`src/rtl/mux_8to1_rr_if.sv`:
```
// Valid/ready bundle between the eight lane producers, the round-robin merger
// and the shared output stream.
interface mux_8to1_rr_if #(
   parameter int WIDTH = 8
);
   logic [7:0]         in_valid;
   logic [8*WIDTH-1:0] in_data;
   logic [7:0]         in_ready;
   logic               out_valid;
   logic [WIDTH-1:0]   out_data;
   logic [2:0]         out_sel;
   logic               out_ready;

   // The merger itself: consumes lane beats and produces the tagged output stream.
   modport slave (
      input  in_valid, in_data, out_ready,
      output in_ready, out_valid, out_data, out_sel
   );

   // Surrounding logic: lane producers plus the downstream consumer.
   modport master (
      output in_valid, in_data, out_ready,
      input  in_ready, out_valid, out_data, out_sel
   );
endinterface

```
`src/rtl/mux_8to1_rr.sv`:
```
// Round-robin 8-to-1 merger with a registered, lane-tagged output beat.
// Drain and reload may happen in the same cycle, so the stream runs gap-free.
module mux_8to1_rr #(
   parameter int WIDTH = 8
) (
   input  logic         clk,
   input  logic         rst_n,
   mux_8to1_rr_if.slave bus
);

   typedef enum logic {EMPTY, FULL} state_t;

   state_t           state, state_nxt;
   logic [WIDTH-1:0] data_q, data_nxt;
   logic [2:0]       sel_q, sel_nxt;
   logic [2:0]       ptr, ptr_nxt;

   logic             load_en;
   logic             grant_valid;
   logic [2:0]       grant_idx;
   logic [WIDTH-1:0] grant_data;

   // State and holding registers; reset discards any held beat.
   always_ff @(posedge clk) begin
      if (!rst_n) begin
         state  <= EMPTY;
         data_q <= '0;
         sel_q  <= '0;
         ptr    <= '0;
      end else begin
         state  <= state_nxt;
         data_q <= data_nxt;
         sel_q  <= sel_nxt;
         ptr    <= ptr_nxt;
      end
   end

   // Search from ptr upward with wrap; the first valid lane wins.
   always_comb begin
      logic [2:0] idx;
      grant_valid = 1'b0;
      grant_idx   = 3'd0;
      grant_data  = '0;
      idx         = 3'd0;
      for (int i = 0; i < 8; i++) begin
         idx = ptr + 3'(i);
         if (!grant_valid && bus.in_valid[idx]) begin
            grant_valid = 1'b1;
            grant_idx   = idx;
         end
      end
      for (int k = 0; k < 8; k++) begin
         if (grant_idx == 3'(k)) grant_data = bus.in_data[k*WIDTH +: WIDTH];
      end
   end

   assign load_en = (state == EMPTY) || bus.out_ready;

   // Next-state: load on grant (replacing any beat being drained), else drain or hold.
   always_comb begin
      state_nxt = state;
      data_nxt  = data_q;
      sel_nxt   = sel_q;
      ptr_nxt   = ptr;
      if (load_en && grant_valid) begin
         state_nxt = FULL;
         data_nxt  = grant_data;
         sel_nxt   = grant_idx;
         ptr_nxt   = grant_idx + 3'd1;
      end else if (state == FULL && bus.out_ready) begin
         state_nxt = EMPTY;
      end
   end

   always_comb begin
      bus.out_valid = (state == FULL);
      bus.out_data  = data_q;
      bus.out_sel   = sel_q;
      bus.in_ready  = (rst_n && load_en && grant_valid) ? (8'b1 << grant_idx) : 8'h00;
   end

endmodule
```
`src/flat_wrapper.sv`:
```
// flat-port wrapper written by rule: the top's interface ports become plain ports
module mux_8to1_rr_flat 
#(
   parameter int WIDTH = 8
)
  (clk, rst_n, bus_in_valid, bus_in_data, bus_out_ready, bus_in_ready, bus_out_valid, bus_out_data, bus_out_sel);
  mux_8to1_rr_if #(.WIDTH(WIDTH)) bus_i ();
  input  logic clk;
  input  logic rst_n;
  input wire logic [$bits(bus_i.in_valid)-1:0] bus_in_valid;
  input wire logic [$bits(bus_i.in_data)-1:0] bus_in_data;
  input wire logic [$bits(bus_i.out_ready)-1:0] bus_out_ready;
  output wire logic [$bits(bus_i.in_ready)-1:0] bus_in_ready;
  output wire logic [$bits(bus_i.out_valid)-1:0] bus_out_valid;
  output wire logic [$bits(bus_i.out_data)-1:0] bus_out_data;
  output wire logic [$bits(bus_i.out_sel)-1:0] bus_out_sel;
  assign bus_i.in_valid = bus_in_valid;
  assign bus_i.in_data = bus_in_data;
  assign bus_i.out_ready = bus_out_ready;
  assign bus_in_ready = bus_i.in_ready;
  assign bus_out_valid = bus_i.out_valid;
  assign bus_out_data = bus_i.out_data;
  assign bus_out_sel = bus_i.out_sel;
  mux_8to1_rr #(.WIDTH(WIDTH)) u_core (.clk(clk), .rst_n(rst_n), .bus(bus_i));
endmodule
```
`config.mk`:
```
export PLATFORM = sky130hd
export DESIGN_NAME = mux_8to1_rr_flat
export DESIGN_NICKNAME = d
export VERILOG_FILES = /design/src/rtl/mux_8to1_rr_if.sv /design/src/rtl/mux_8to1_rr.sv /design/src/flat_wrapper.sv
export SDC_FILE = /design/constraint.sdc
export NUM_CORES = 1
export LEC_CHECK = 0
export ABC_CLOCK_PERIOD_IN_PS = 7100
export CORE_MARGIN = 1
export CORE_UTILIZATION = 47
export CTS_CLUSTER_SIZE = 20
export DETAILED_ROUTE_END_ITERATION = 6
export PLACE_DENSITY_LB_ADDON = 0.12
export SYNTH_ARGS = -nofsm -noshare
export SYNTH_HDL_FRONTEND = slang
export SYNTH_SLANG_ARGS = --single-unit
```
`constraint.sdc`:
```
create_clock -name clk -period 7.1 [get_ports clk]
set_clock_uncertainty 0.15 [all_clocks]
set_input_delay 0.71 -clock clk [delete_from_list [all_inputs] [get_ports clk]]
set_output_delay 0.71 -clock clk [all_outputs]
set_load 0.05 [all_outputs]
```
# Yosys cells after proc, flatten, opt, wreduce, memory -nomap -nowiden
# Cells that the tools add are included.
[word_totals] out_inout_bits=20 register_bits=15
[op_classes] n_lt_le_gt_ge=8 bitwise_logic=1 addsub=8 n_shift=1 n_mux=43 reduce_logical=21 eq_ne=7
[ops] cell="8-bit 2-to-1 mux" n=9
[ops] cell="3-bit by 4-bit less-than comparator with 1-bit output (second input constant)" n=8
[ops] cell="1-bit binary-select mux with 3-bit select" n=8
[ops] cell="3-bit 2-to-1 mux" n=8
[ops] cell="1-bit 2-to-1 mux" n=18
[ops] cell="3-bit adder (second input constant)" n=4
[ops] cell="3-bit equality test (second input constant)" n=4
[ops] cell="1-bit logical AND" n=11
[ops] cell="1-bit by 3-bit << shifter with 8-bit output (first input constant)" n=1
[ops] cell="1-bit zero test" n=7
[ops] cell="3-bit by 1-bit adder with 3-bit output (second input constant)" n=2
[ops] cell="3-bit by 2-bit adder with 3-bit output (second input constant)" n=2
[ops] cell="3-bit by 2-bit equality test with 1-bit output (second input constant)" n=2
[ops] cell="3-bit by 1-bit equality test with 1-bit output (second input constant)" n=1
[ops] cell="3-bit zero test" n=1
[ops] cell="2-bit nonzero test" n=1
[ops] cell="1-bit logical OR" n=1
[ops] cell="1-bit NOT" n=1

# Logic depth before layout (Yosys ltp)
# Gate-level depths: netlist of run 1.
[logic_depth] depth_word=33 depth_mapped=21 ltp_nobuf=17

# Worst setup path after synthesis of run 1
# Ideal clock, no wire load.
[synth_path] path_type="reg-to-output" startpoint="register u_core.ptr[1]" endpoint="output port bus_in_ready[0]" path_slack_ps=1374 arrival_time_ps=4866 n_path_buf=5 path_stages_with_launch=17 path_cell_list="dfxtp_1 -> clkbuf_1 -> inv_1 -> ha_1 -> buf_6 -> buf_8 -> mux2_4 -> mux4_2 -> o41ai_1 -> o2bb2ai_1 -> o211ai_1 -> o21ai_1 -> ha_1 -> clkbuf_1 -> clkinv_1 -> clkbuf_1 -> nor3_1"
[synth_between] elab_chain_cells=26 word_cells_on_any_way=56 classes_between="7 x add/sub; 1 x shift; 33 x mux; 15 x reduce/logical"
[synth_lines] item="start, declared" line_no="mux_8to1_rr.sv:16" rtl="logic [2:0] ptr, ptr_nxt;"
[synth_lines] item="start signal, assigned" line_no="mux_8to1_rr.sv:34" rtl="ptr <= ptr_nxt;"
[synth_lines] item="parallel branches: the longest is 25 deep, another holds 3-bit by 1-bit adder with 3-bit output"
[synth_lines] item="8-bit 2-to-1 mux (*)" line_no="mux_8to1_rr.sv:79" rtl="bus.in_ready = (rst_n && load_en && grant_valid) ? (8'b1 << grant_idx) : 8'h00;"
[synth_lines] item="end, declared" line_no="flat_wrapper.sv:13" rtl="output wire logic [$bits(bus_i.in_ready)-1:0] bus_in_ready;"
# Mark *: on every way between the ends. The select of a mux whose other input is x is not followed.

# Worst setup path after layout of run 1
[layout_path] startpoint="register u_core.ptr[1]" endpoint="output port bus_in_ready[7]"
[layout_between] elab_chain_cells=26 word_cells_on_any_way=56 classes_between="7 x add/sub; 1 x shift; 33 x mux; 15 x reduce/logical"
[layout_lines] item="parallel branches: the longest is 23 deep, another holds 3-bit by 1-bit adder with 3-bit output"
[layout_lines] item="3-bit 2-to-1 mux (*)" line_no="mux_8to1_rr.sv:47" rtl="if (!grant_valid && bus.in_valid[idx]) begin"
[layout_lines] item="named net u_core.grant_idx[1]" line_no="mux_8to1_rr.sv:20" rtl="logic [2:0] grant_idx;"
[layout_lines] item="1-bit by 3-bit << shifter with 8-bit output (*)" line_no="mux_8to1_rr.sv:79"
[layout_lines] item="8-bit 2-to-1 mux (*)" line_no="mux_8to1_rr.sv:79"
# Mark *: on every way through the listed nets, which the timed path passes. The select of a mux whose other input is x is not followed.

==> flow_metrics.env, run 1 <==
export IMPL_status="finished, violations left"
export IMPL_violations="design-rule violations"
export IMPL_fp_dieW_um=71.4
export IMPL_io_buffers=94
export IMPL_ant_nets=0
export IMPL_seq_area_um2=300
export IMPL_synth_top_cell_by_area="dfxtp_1"
export IMPL_cp_required_ns=6.24
export IMPL_holdPathStages=2
export IMPL_synth_area_top_cells="dfxtp_1 (13%), mux4_2 (10%), nand2_1 (5.0%)"
export IMPL_worstMarginPinSlew_ns=0.952
export IMPL_criticalPathCategory="reg -> out"
export IMPL_cts_buffers=3
export IMPL_drive_gt1_frac=0.0728
export IMPL_start_util=0.506
export IMPL_wl_mm=7.32
export IMPL_min_period_ns=6.68
export IMPL_htree_levels=1
export IMPL_grt_pass1_wl_mm=11.8
export IMPL_io_pins=95
export IMPL_multi_input_area_um2=1760
export IMPL_dr_total_vias=2675
export IMPL_synth_edff_count=0
export IMPL_path_cells="inv_1 -> ha_1 -> mux2i_1 -> mux4_2 -> nor2b_1 -> a21oi_1 -> or4b_1 -> o211ai_1 -> o21ai_1 -> inv_1 -> ha_1 -> ha_1 -> and3_1 -> clkdlybuf4s50_1"
export IMPL_die_h_um=71.4
export IMPL_finalHoldViolCount=0
export IMPL_path_max_fanout=22
export IMPL_area_growth_pct=41.3
export IMPL_clk_pin_slew_ns=0.07
export IMPL_worst_skew_pair_late_latency_ns=0.25
export IMPL_synthArstFlopShare=0
export IMPL_instances_no_fill=423
export IMPL_setup_tns_ns=0
export IMPL_ys_seq_area_frac=0.133
export IMPL_placed_cells=419
export IMPL_grt_overflow_total=0
export IMPL_cts_root_buf="clkbuf_8"
export IMPL_cpMaxStageDelayCell="clkdlybuf4s50_1"
export IMPL_period_share=0.941
export IMPL_finalMaxSlewViolations=0
export IMPL_wire_per_inst_um=17.3
export IMPL_ys_flop_type="dfxtp_1"
export IMPL_fillers=376
export IMPL_final_util=0.714
export IMPL_synth_nets=377
export IMPL_setup_violations=0
export IMPL_cts_setup_buffers=0
export IMPL_clockBufferDepth=2
export IMPL_holdWs_ns=0.307
export IMPL_cts_tree="built"
export IMPL_synth_cells=294
export IMPL_path_common_cell="ha_1"
export IMPL_synth_avg_cell_area_um2=7.69
export IMPL_drcViolationCount=4
export IMPL_synth_cell_types=57
export IMPL_cp_arrival_ns=5.82
export IMPL_first_iter_violations=283
export IMPL_grt_setup_unrepaired="no"
export IMPL_fmax_mhz=150
export IMPL_dieArea_um2=5090
export IMPL_cap_violations=0
export IMPL_cts_resized=0
export IMPL_diodes=0
export IMPL_grt_pass1_vias=2409
export IMPL_grt_max_degree=23
export IMPL_cts_sink_count=15
export IMPL_maxSlewHeadroom=0.361
export IMPL_viasPerCell=6.32
export IMPL_max_stage_delay_ns=0.81
export IMPL_synth_top_area_share=0.133
export IMPL_synth_area_um2=2260
export IMPL_drtPass1Iterations=7
export IMPL_core_um2=4470
export IMPL_grtUsageTotal=0.291
export IMPL_hold_class="reg -> reg"
export IMPL_cp_start_kind="register"
export IMPL_reg2reg_depth=15
export IMPL_ctsHoldBuffers=0
export IMPL_yosysWarnings=0
export IMPL_nets=455
export IMPL_routabilityCongestion=0.902
export IMPL_core_rowCount=24
export IMPL_grt_antenna_before_repair=0
export IMPL_cp_end_kind="output pin"
export IMPL_dp_hpwl_mm=5.60
export IMPL_ys_ff_latch=15
-- synthesized netlist by cell type (6+ instances only) --
master / count
o221ai_1: 7
o21ai_0: 15
ha_1: 8
nand2b_1: 6
mux4_2: 10
mux2i_1: 9
nor2_1: 26
nand2_1: 30
a21oi_1: 20
o21a_1: 6
inv_1: 11
dfxtp_1: 15
clkbuf_1: 17
and3_1: 11
nand3_1: 13
a221o_1: 6
-- per-stage QoR --
step                      setup WS (ns)  instance area (µm²)
final                             0.417                 3200
after global routing              0.144                 3200
after CTS                         0.481                 3200
after detailed placement          0.775                 3150
after global placement            0.909                 3150
after floorplan                    1.37                 2260
-- routing by layer --
metal  track usage  wire (µm)
met4        0.0556        100
met2         0.444       3330
met3        0.0478        581
met1         0.434       3300
met5             0          0
-- layout make-up --
class | instances | share of cell area
clock buffers | 3 | 0.0129
multi-input cells | 241 | 0.551
well taps | 52 | 0.0204
repair buffers | 98 | 0.304
inverters | 13 | 0.0168
flip-flops and latches | 15 | 0.0939
clock inverters | 1 | 0.00157
-- cell usage in the layout (no fill, tap or decap), types with 4 or more instances in the layout --
cell	netlist	layout
nand2_1	30	30
inv_1	11	11
nor3_1	5	5
buf_4	1	4
nand3_1	13	13
a21oi_1	20	20
nand2b_1	6	6
a221o_1	6	6
nor2b_1	5	5
o21ai_0	15	15
ha_1	8	8
nor2_1	26	26
o221a_1	5	5
and3_1	11	11
dfxtp_1	15	15
o211ai_1	5	5
clkdlybuf4s50_1	0	94
mux4_2	10	10
mux2i_1	9	9
o21a_1	6	6
a22oi_1	4	4
o221ai_1	7	7
a221oi_1	5	5
-- state kept, by name, summed over array words and instances, names as in the netlist --
name                  count
u_core.bus.out_data       8
u_core.bus.out_sel        3
u_core.ptr                3
u_core.bus.out_valid      1
-- critical path, delay by kind of cell, from the launching register on --
family | cells | cell delay (ns)
flops | 1 | 0.58
fa+ha+maj | 3 | 1.59
buf+inv | 3 | 1.03
compound gates | 3 | 0.45
mux | 2 | 0.61
simple gates | 3 | 1.29
-- logic make-up (layout without fill, tap and decap cells) --
family	Yosys count	count (layout)	share of synthesized area
and+or+nand+nor	104	104	0.224
AOI/OAI and AO/OA	101	101	0.327
buffers and inverters	38	115	0.0890
muxes	25	25	0.171
DFF	15	15	0.133
adders and majority gates	8	8	0.0442
xor gates and xnor gates	3	3	0.0116
-- path summary, 6_finish.rpt --
path / start / slack, ns / endpoint
worst min register to register: u_core.bus.out_sel[1] / 0.31 / u_core.bus.out_sel[1]
worst max-delay path: u_core.ptr[1] / 0.42 / bus_in_ready[7]
worst max register to register: u_core.ptr[1] / 1.49 / u_core.bus.out_data[0]
worst min-delay path: u_core.bus.out_sel[1] / 0.31 / u_core.bus.out_sel[1]
Power of run 1 is not shown: default switching activity piles up to over one toggle a cycle in this logic, so the estimate is an artifact.
==> run 2, diff against run 1 <==
Settings changed: SKIP_LAST_GASP set to 1.
==> results of run 2 <==
The final DEF is identical to that of run 1; final timing and power are the same.
Power of run 2 is left out for the same reason.
==> run 3, diff against run 2 <==
Settings changed: CELL_PAD_IN_SITES_DETAIL_PLACEMENT set to 2, CELL_PAD_IN_SITES_GLOBAL_PLACEMENT set to 2, CORE_UTILIZATION 47 to 25.
==> run 3 against run 2 <==
Net effect:
- the flow now finishes without violations
- critical path type unchanged
- final area grew 2.6%
- first-iteration DRC count shrank 72%
- clock-buffer cell count rose by 1
- worst setup slack better by 0.32 ns
- cell count increased by 14%
- maximum frequency up 5.1%
- sequential share of layout area decreased by 0.24 points
- core utilization fell by 34 points
- register-to-register slack improved by 0.14 ns
- via count down 1.2%
- hold slack got worse by 0.0026 ns
- highest routed layer unchanged
==> flow_metrics.env, run 3 (synthesis gave the netlist of run 1 again) <==
export IMPL_dp_hpwl_mm=7.54
export IMPL_cts_tree="built"
export IMPL_fp_dieW_um=97.1
export IMPL_r2r_start="u_core.ptr[1]"
export IMPL_fmax_mhz=157
export IMPL_cp_required_ns=6.24
export IMPL_met2RoutedLength_mm=4.62
export IMPL_wl_mm=9.32
export IMPL_viasPerCell=5.50
export IMPL_diodes=0
export IMPL_drive_gt1_frac=0.0751
export IMPL_worstHoldStart="u_core.bus.out_sel[1]"
export IMPL_grt_pass1_wl_mm=14.9
export IMPL_placed_cells=477
export IMPL_wire_per_inst_um=19.4
export IMPL_io_buffers=94
export IMPL_worst_skew_pair_late_latency_ns=0.25
export IMPL_final_cell_mix="clkdlybuf4s50_1 (94), nand2_1 (30), nor2_1 (26)"
export IMPL_dr_total_vias=2644
export IMPL_min_period_ns=6.36
export IMPL_worstMarginPinSlew_ns=0.932
export IMPL_highest_layer="met4"
export IMPL_cts_resized=0
export IMPL_io_pins=95
export IMPL_grt_overflow_total=0
export IMPL_htree_levels=1
export IMPL_period_share=0.895
export IMPL_first_iter_violations=78
export IMPL_setup_tns_ns=0
export IMPL_wl_met3_um=461
export IMPL_final_common_cell="clkdlybuf4s50_1"
export IMPL_ctsHoldBuffers=0
export IMPL_start_util=0.259
export IMPL_cts_sink_count=15
export IMPL_maxSlewHeadroom=0.375
export IMPL_setup_violations=0
export IMPL_clk_pin_slew_ns=0.06
export IMPL_grtUsageTotal=0.199
export IMPL_drtPass1Iterations=4
export IMPL_cts_buffers=3
export IMPL_status="finished clean"
export IMPL_cp_end_kind="output pin"
export IMPL_cap_violations=0
export IMPL_finalMaxSlewViolations=0
export IMPL_area_growth_pct=45.0
export IMPL_cts_root_buf="clkbuf_8"
export IMPL_drcViolationCount=0
export IMPL_grt_setup_unrepaired="no"
export IMPL_grt_antenna_before_repair=0
export IMPL_crit_start="u_core.ptr[1]"
export IMPL_core_rowCount=34
export IMPL_worst_slack_ns=0.742
export IMPL_finalHoldViolCount=0
export IMPL_clockBufferDepth=2
export IMPL_criticalPathCategory="reg -> out"
export IMPL_largest_register_ffs=8
export IMPL_cts_setup_buffers=0
export IMPL_cp_arrival_ns=5.50
export IMPL_die_h_um=97.1
export IMPL_routabilityCongestion=0.854
export IMPL_grt_pass1_vias=2864
export IMPL_core_um2=8720
export IMPL_ant_nets=0
export IMPL_wl_met1_mm=4.16
export IMPL_cp_start_kind="register"
export IMPL_instances_no_fill=481
export IMPL_dieArea_um2=9430
export IMPL_pre_cts_ws_ns=1.02
export IMPL_hold_class="reg -> reg"
export IMPL_path_max_fanout=17
export IMPL_nets=457
export IMPL_grt_max_degree=27
[run 3: cell count changes in the layout (fill, tap and decap cells not counted), sizes merged]
cell,previous run,this run
buf,4,6
clkbuf,3,4
clkinv,2,1
[run 3: final cells by class]
cell class	count	area, µm²
sequential	15	300
tap	108	135
timing repair buffer	100	986
clock buffer	4	45.0
multi-input combinational	241	1760
inverter	13	53.8
fill	1008	5440
[run 3: path summary, 6_finish.rpt]
check / endpoint / slack [ns] / cells after the start
worst min-delay path: u_core.bus.out_sel[1] / 0.30 / 2
worst min register to register: u_core.bus.out_sel[1] / 0.30 / 2
worst max-delay path: bus_in_ready[3] / 0.74 / 14
worst max register to register: u_core.bus.out_data[4] / 1.63 / 15
[run 3: worst max-delay path, cell delays in order (launching register included)]
cell and delay, ns:
dfxtp_1 0.59, inv_1 0.13, ha_1 0.74, mux2i_1 0.28, mux4_2 0.32, nor2b_1 0.46
a21oi_1 0.19, or4b_1 0.53, o211ai_1 0.13, o21ai_1 0.14, inv_1 0.11, ha_1 0.18
ha_1 0.38, and3_1 0.25, clkdlybuf4s50_1 0.81
[run 3: per-layer routing]
metal,vias up,GRT usage
met5,-,0
met1,1292,0.247
met2,64,0.352
met3,6,0.0475
li1,1282,-
met4,0,0.0333
[run 3: metrics by stage]
| step | util | hold slack, ns | cell area, µm² |
|---|---|---|---|
| after floorplan | - | 0.524 | 2260 |
| after global placement | 0.371 | 0.297 | 3240 |
| after detailed placement | 0.371 | 0.304 | 3240 |
| after CTS | 0.376 | 0.313 | 3280 |
| after global routing | 0.376 | 0.348 | 3280 |
| final | 0.376 | 0.305 | 3280 |
Power of run 3 is left out for the same reason.
